$ cat src/rtl/serial_word_tx_pkg.sv
// Shared types and constants for the serial word transmitter and its
// companions (shift-in register, adder top).
package serial_word_tx_pkg;

  localparam int WORD_W = 32;

  typedef enum logic [1:0] {
    IDLE  = 2'd0,
    SHIFT = 2'd1,
    DONE  = 2'd2
  } tx_state_t;

  // Counter width that never collapses to zero bits.
  function automatic int cnt_w(input int n);
    return (n <= 1) ? 1 : $clog2(n);
  endfunction

endpackage

$ cat src/rtl/serial_word_tx_piso_reg.sv
// Parallel-load, shift-right register; LSB leaves first, zeros enter at the MSB.
// Mirror image of the shift-in register on the receiving side.
module piso_reg #(
  parameter int N = 32
) (
  input  logic         clk,
  input  logic         rst,
  input  logic         load,
  input  logic         shift,
  input  logic [N-1:0] d,
  output logic [N-1:0] q
);

  logic [N-1:0] q_q;

  // Shift register: reset, then load, then shift priority.
  always_ff @(posedge clk) begin
    if (rst) begin
      q_q <= {N{1'b0}};
    end else if (load) begin
      q_q <= d;
    end else if (shift) begin
      q_q <= {1'b0, q_q[N-1:1]};
    end else begin
      q_q <= q_q;
    end
  end

  assign q = q_q;

endmodule

$ cat src/rtl/serial_word_tx.sv
// Parallel-in, serial-out word transmitter: LSB first, one ser_en strobe per
// bit period, one-cycle done pulse after the last bit.
module serial_word_tx
  import serial_word_tx_pkg::*;
#(
  parameter int N          = WORD_W,
  parameter int BIT_CYCLES = 1
) (
  input  logic         clk,
  input  logic         rst,
  input  logic [N-1:0] data_in,
  input  logic         load,
  output logic         ready,
  output logic         ser_bit,
  output logic         ser_en,
  output logic         done
);

  localparam int BW = $clog2(N);
  localparam int PW = cnt_w(BIT_CYCLES);
  localparam logic [BW-1:0] BIT_LAST = BW'(N - 1);
  localparam logic [PW-1:0] PER_LAST = PW'(BIT_CYCLES - 1);

  tx_state_t     state_q, state_d;
  logic [BW-1:0] bit_q, bit_d;
  logic [PW-1:0] per_q, per_d;
  logic [N-1:0]  shreg_s;
  logic          ready_s;
  logic          ser_en_s;
  logic          accept_s;

  assign ready_s  = (state_q == IDLE) || (state_q == DONE);
  assign ser_en_s = (state_q == SHIFT) && (per_q == PER_LAST);
  assign accept_s = load && ready_s;

  piso_reg #(.N(N)) u_piso (
    .clk   (clk),
    .rst   (rst),
    .load  (accept_s),
    .shift (ser_en_s),
    .d     (data_in),
    .q     (shreg_s)
  );

  // State and counter registers.
  always_ff @(posedge clk) begin
    if (rst) begin
      state_q <= IDLE;
      bit_q   <= {BW{1'b0}};
      per_q   <= {PW{1'b0}};
    end else begin
      state_q <= state_d;
      bit_q   <= bit_d;
      per_q   <= per_d;
    end
  end

  // Next state; the bit counter holds at N-1 on exit so it never wraps.
  always_comb begin
    state_d = state_q;
    bit_d   = bit_q;
    per_d   = per_q;
    case (state_q)
      IDLE, DONE: begin
        if (accept_s) begin
          state_d = SHIFT;
          bit_d   = {BW{1'b0}};
          per_d   = {PW{1'b0}};
        end else begin
          state_d = IDLE;
        end
      end
      SHIFT: begin
        if (ser_en_s) begin
          per_d = {PW{1'b0}};
          if (bit_q == BIT_LAST) begin
            state_d = DONE;
          end else begin
            bit_d = bit_q + BW'(1);
          end
        end else begin
          per_d = per_q + PW'(1);
        end
      end
      default: begin
        state_d = IDLE;
        bit_d   = {BW{1'b0}};
        per_d   = {PW{1'b0}};
      end
    endcase
  end

  // Outputs decoded from registered state only.
  always_comb begin
    ready   = ready_s;
    ser_en  = ser_en_s;
    ser_bit = 1'b0;
    done    = 1'b0;
    case (state_q)
      SHIFT:   ser_bit = shreg_s[0];
      DONE:    done    = 1'b1;
      IDLE:    done    = 1'b0;
      default: ser_bit = 1'b0;
    endcase
  end

endmodule

$ cat config.mk
export PLATFORM = sky130hd
export DESIGN_NAME = serial_word_tx
export DESIGN_NICKNAME = d
export VERILOG_FILES = /design/src/rtl/serial_word_tx_pkg.sv /design/src/rtl/serial_word_tx_piso_reg.sv /design/src/rtl/serial_word_tx.sv
export SDC_FILE = /design/constraint.sdc
export NUM_CORES = 1
export LEC_CHECK = 0
export ABC_AREA = 1
export ABC_CLOCK_PERIOD_IN_PS = 1700
export CAP_MARGIN = 20
export CORE_UTILIZATION = 52
export DETAILED_ROUTE_END_ITERATION = 8
export GPL_ROUTABILITY_DRIVEN = 0
export PLACE_DENSITY = 0.84
export SYNTH_ARGS = -nofsm -noshare
export SYNTH_HDL_FRONTEND = slang
export SYNTH_HIERARCHICAL = 1
export SYNTH_SLANG_ARGS = --single-unit
$ cat constraint.sdc
create_clock -name clk -period 1.7 [get_ports clk]
set_input_delay 0.425 -clock clk [delete_from_list [all_inputs] [get_ports clk]]
set_output_delay 0.425 -clock clk [all_outputs]
set_load 0.03 [all_outputs]
==> out/metrics.cfg <==
[run_status]
outcome=finished, final reports clean

[timing]
holdWs_ns=0.470
drv_slew=0
fmax_mhz=613
finalSetupViolCount=0
timing.final.hold_violations=0
tns_ns=0
worstMarginPinSlew_ns=0.313
fin_crit_sh=0.960
maxSlewHeadroom=0.792
post-route-min-period_ns=1.63
worst_clock_skew_ns=0.00424

[critical_path]
max_stage_delay_ns=0.36
critPathArrivalTime_ns=1.21
cp_slowest_cell=dfxtp_2
r2r.worst_path.cells=12
required_ns=1.27
critical-path-top-delay-family=flip-flops
path_cells=inv_1 > nand2_2 > nor2_4 > buf_4
rr_startpoint=bit_q[0]$_SDFFE_PP0P_
crit_buf_inv=2
crit_path_max_fanout=4
crit_type=reg -> out
endpoint_kind=output pin
cp-start-kind=flop
rrSetupSlack_ns=0.17
timing.rr.end=bit_q[2]$_SDFFE_PP0P_

[worst_hold_path]
min_from=u_piso/q[31]$_SDFFE_PP0P_
holdCritPathClass=reg -> reg
min_to=u_piso/q[31]$_SDFFE_PP0P_
holdPathStages=2

[die]
die_w_microns=67.2
coreArea_sq_mm=0.00403
die-area_sq_mm=0.00452
placementRows=23
die_y_microns=67.2
io_pins=39
start_util=0.549

[layout]
nFillCells=346
register_area_sq_um=802
syn_to_final_growth_pct=25.2
layout-drive-gt1-share=0.180
diodes=0
fin_cells=428
final_nets=414
final_common_cell=nand2_1
multi_input_area_sq_mm=0.00113
layout_common_cells=169 x nand2_1, 44 x inv_1, 39 x dfxtp_1

[pwr]
p_int_w=0.00157
peakVddDrop_mv=0.487
combinationalPowerShare=0.229
p_seq_frac=0.479
p_sw_w=0.000614
leakage_nw=1.35
power.density_mw_per_mm2=790
finalPower_w=0.00219
swShare=0.281
clkPwrFrac=0.292

[detailed_routing]
drt.antenna.violating_nets=0
drc_errors=0
drt_iter0_drc=125
viasPerCell=4.64
drt-total-wl_microns=4360
drt-wirelength-per-cell_microns=10.2
firstDrtPassIters=4
vias=1985

[placement]
dp.cells=419
place_hpwl_microns=3020
port-buffer-count=38

[clocking]
cts.sinks=40
ctsHoldBuffers=0
clk_root_buffer_cell=clkbuf_8
cts_tree=built
clock_latency_ns=0.29
clock_path_buffers=2
cts_made_buffers=5
htreeDepth=2
path_clk_slew_ns=0.07

[job]
cap_violations=0

[logic_synthesis]
synth_xor_area_frac=0
synth_warnings=6
muxShareOfSynthArea=0
synth-seq-cells=40
synth_top_family_by_area=simple AND/OR/NAND/NOR gates
yosys.area_share.simple=0.368
synthAdderAreaFrac=0.0113
seq_area_frac_synth=0.362
synth_compound_area_frac=0.124
syn-num-nets=373
synth_area_per_cell_sq_um=6.58
postSynthCellCount=336
yosysUniqueCellTypes=19
synthesis.area_sq_mm=0.00221

[global_routing]
overflow=0
grt_max_degree=34
grt_use_total=0.217
grt_pass1_vias=1870
grt_pass1_wl_microns=7510
antenna_found_initial=0

[flip-flops by register name, summed over array words and instances (netlist names)]
| signal | flops |
|---|---|
| per_q | 1 |
| u_piso/q | 32 |
| bit_q | 5 |
| state_q | 2 |
[area by class of cell]
type                            count  share of cell area
Clock buffer                        8              0.0325
Inverter                           47              0.0637
Multi-Input combinational cell    233               0.408
Sequential cell                    40               0.290
Tap cell                           50              0.0226
Timing Repair Buffer               50               0.183
[how the worst max path moves through the flow]
stage	startpoint	to	slack [ns]	depth (start not counted)
final	state_q[1]$_SDFFE_PP0P_	ser_en	0.07	4
after CTS	state_q[1]$_SDFFE_PP0P_	ser_en	-0.04	4
after detailed placement	load	u_piso/q[0]$_SDFFE_PP0P_	-0.06	9
after global routing	state_q[1]$_SDFFE_PP0P_	ser_en	-0.0003	4
after floorplan	state_q[1]$_SDFFE_PP0P_	u_piso/q[21]$_SDFFE_PP0P_	0.19	8
after global placement	load	u_piso/q[28]$_SDFFE_PP0P_	-0.03	7
[Yosys cell counts]
master	count	area, sq um
nand2_1	169	634
inv_1	44	165
dfxtp_1	40	801
a21oi_2	29	254
nand3_1	9	45.0
nor2_1	8	30.0
buf_2	7	35.0
buf_6	7	78.8
a21oi_1	3	15.0
inv_2	3	11.3
nand2_2	3	18.8
nor3_1	3	15.0
buf_1	2	7.51
ha_1	2	25.0
nand2_4	2	22.5
nor2_4	2	22.5
nor2_2	1	6.26
nor2_8	1	20.0
o21ai_1	1	5.00
[per-layer routing]
metal	track usage	wire length [microns]	part of all wire	vias up
met2	0.400	2120	0.49	36
met3	0.0456	153	0.035	8
met1	0.240	2020	0.46	862
met4	0.0798	60	0.014	0
met5	0	0	0	-
li1	-	-	-	1079
[stage by stage]
| step | utilization | setup WS (ns) | instance area [sq um] |
|---|---|---|---|
| finish | 0.687 | 0.0680 | 2770 |
| global route | 0.687 | -0.000268 | 2770 |
| CTS | 0.683 | -0.0350 | 2750 |
| detailed placement | 0.660 | -0.0618 | 2660 |
| global placement | 0.660 | -0.0284 | 2660 |
| floorplan | - | 0.187 | 2210 |
[worst reg2reg max path, cell delays in order (launching register included)]
cell and delay (ns):
dfxtp_1 0.38, ha_1 0.18, inv_1 0.07, nor3_2 0.13, ha_2 0.21, inv_1 0.05
nand2_1 0.10, nand2_4 0.08, nand2_4 0.08, nand2_2 0.06, nand2_1 0.06, nand2_1 0.04
inv_1 0.04
[power groups by stage]
stage               registers [W]  logic, W  clock network, W
finish                    0.00105  0.000501          0.000639
CTS                       0.00105  0.000500          0.000662
global route              0.00106  0.000560          0.000694
detailed placement        0.00107  0.000498                 0
floorplan                 0.00106  0.000344                 0
global placement          0.00107  0.000488                 0
[logic make-up after synthesis]
group                    after synthesis
AND/OR/NAND/NOR                      198
buffers and inverters                 63
flip-flops                            40
AO/OA/AOI/OAI                         33
adder cells (fa/ha/maj)                2
[what timing repair did]
item / CTS / global route
setup buffers: 0 / 1
pin swaps: 0 / 1
endpoints found under the setup margin: 2 / 5
gates cloned: 0 / 0
resized for setup: 2 / 3
Note: power is estimated with default switching activity, not from simulation.
==> edit (config.mk and constraints unchanged) <==
Make the reset (`rst`) asynchronous in 2 clocked blocks.
--- a/src/rtl/serial_word_tx_piso_reg.sv
+++ b/src/rtl/serial_word_tx_piso_reg.sv
@@ -14,7 +14,7 @@
   logic [N-1:0] q_q;
 
   // Shift register: reset, then load, then shift priority.
-  always_ff @(posedge clk) begin
+  always_ff @(posedge clk or posedge rst) begin
     if (rst) begin
       q_q <= {N{1'b0}};
     end else if (load) begin
--- a/src/rtl/serial_word_tx.sv
+++ b/src/rtl/serial_word_tx.sv
@@ -43,7 +43,7 @@
   );
 
   // State and counter registers.
-  always_ff @(posedge clk) begin
+  always_ff @(posedge clk or posedge rst) begin
     if (rst) begin
       state_q <= IDLE;
       bit_q   <= {BW{1'b0}};
Check against the original RTL: differs if rst is asserted again (counterexample within 4 cycles, from zero or initial values and one cycle with rst high); with rst held inactive, the same outputs for 10 cycles.
==> edit against the original RTL <==
Synthesized area fell by 12%; global-route usage rose by 2.7 points; worst setup slack barely moved; routed wire length fell by 3.8%; design area fell by 10%; count of clock-buffer cells in the layout fell by 1; sequential share of layout area rose by 11 points; worst hold slack got worse by 0.073 ns; sequential cell count did not move; critical path type unchanged; critical endpoint unchanged; highest routed layer unchanged.
Power is not compared: it rests on default switching activity, and its combinational part moved more than twofold at a synthesized area within 25%.
==> edit: results (changes against the original RTL) <==
* Critical path peak fanout: 6 (+2)
- The completed layout was analyzed and its total power is 3.500 mW.
* Routing usage on met2: 39.65% (-0.35 points)
* Clock tree skew after final layout: 0.002639 ns (-0.001601 ns)
- Most used standard cells in the synthesized netlist: sky130_fd_sc_hd__nand2_1 (83), sky130_fd_sc_hd__nand3_1 (64), sky130_fd_sc_hd__dfrtp_1 (40)
- Post-detail-place hpwl: 2.919 mm (-3.4%)
* Count of nets after finishing: 317 (-23%)
* Total global routing track utilization: 24.33% (+2.7 points)
* Synthesized area per cell: 8.154 sq um (+24%)
* Average wire per cell in the routed design: 12.82 microns (+26%)
- The global routing usage on met3 came to 6.159% (+1.6 points).
- Worst reg-to-reg path cell count: 10 (-2)
- Critical Path Slowest Stage Cell: sky130_fd_sc_hd__dfrtp_1
- The minimum hold slack was 0.3970 ns (-0.07296 ns).
- Worst path max stage delay: 0.40 ns (+0.04 ns)
* Most frequently used flop master after synthesis: sky130_fd_sc_hd__dfrtp_1
- Share of the synthesized netlist area taken by xor and xnor gates: 0% (unchanged)
* FILL cells: 282 (-18%)
- The met1 routed wirelength after detailed routing was 1.860 mm (-8.0%).
- Maximum number of pins on one net before global-route repair: 33 (-2.9%)
- The slew at the pin with the worst max-slew slack came to 0.3978 ns (+0.08515 ns).
- The final clock period utilization by the worst path is 96.00% (about the same).
- The count of yosys warnings during synthesis came to 6 (unchanged).
* Avg Vias per Cell: 5.144 (+11%)
- First-pass GRT wire length: 7.376 mm (-1.8%)
- Sequential element share of the synthesized area: 51.58% (+15 points)
- Adder and majority cell fraction of the synthesized area: 1.289% (+0.16 points)
* Area fraction in compound gates after synthesis: 0.5158% (-12 points)
- In this run the critical register-to-register path is launched from bit_q[0]$_DFFE_PP0P_.
* Mapped Nets: 275 (-26%)
- DR WL met3: 203 microns (+33%)
- The worst register-to-register path ends at bit_q[0]$_DFFE_PP0P_.
- Root cell of the clock tree: sky130_fd_sc_hd__clkbuf_8
- Class of the tightest hold or removal check: in -> async
- Async SR Flop Fraction: 100.0% (+100 points)
- Post-layout instance count excluding filler cells: 327 (-24%)
- The via count of the first global-routing pass is 1719 (-8.1%).
- The flow ran to the end, and the final reports show no timing, DRC or antenna violations.
- GRT met1 Usage: 29.76% (+5.7 points)
- The ratio of cells with drive above 1 in the final layout came to 11.03% (-7.0 points).
- The number of different library cells in the post-synthesis netlist is 17 (-2).
* Area of placed instances: 0.002370 sq mm (-11%)
- Clock insertion delay at the later pin of the skew report: 0.30 ns
* Ranking of synthesized cells by area: sky130_fd_sc_hd__dfrtp_1 (52%), sky130_fd_sc_hd__nand3_1 (17%), sky130_fd_sc_hd__nand2_1 (16%), sky130_fd_sc_hd__buf_6 (4.1%), sky130_fd_sc_hd__inv_1 (2.1%)
- The amount of wire on met2 after detailed routing was 2.007 mm (-5.4%).
- In this run the worst setup path begins at state_q[0]$_DFFE_PP0P_.
- The violation count after the first detailed-routing iteration came to 104 (-17%).
* Setup Slack @ Placement: -0.04870 ns (+0.01315 ns)
[edit: cell count changes after synthesis, moves of 29 or more]
cell / delta
sky130_fd_sc_hd__dfrtp_1: +40
sky130_fd_sc_hd__nand2_1: -86
sky130_fd_sc_hd__a21oi_2: -29
sky130_fd_sc_hd__nand3_1: +55
sky130_fd_sc_hd__inv_1: -33
sky130_fd_sc_hd__dfxtp_1: -40
[edit: cell type report]
class                           instances  area (sq um)  share of cell area (%)
Clock buffer                            7         86.33                   3.483
Clock inverter                          1         7.507                  0.3029
Inverter                               14         52.55                   2.120
Multi-Input combinational cell        171         795.8                   32.10
Sequential cell                        40          1001                   40.38
Tap cell                               46         57.56                   2.322
Timing Repair Buffer                   48         478.0                   19.28
[edit: kinds of logic after synthesis]
family          after synthesis
simple gates                167
compound gates                2
fa+ha+maj                     2
flops                        40
buf+inv                      27
[edit: timing repair]
item,in CTS,in global routing
gates resized for setup,4,3
hold endpoints to repair,0,0
endpoints found under the setup margin,3,3
pin swaps,0,0
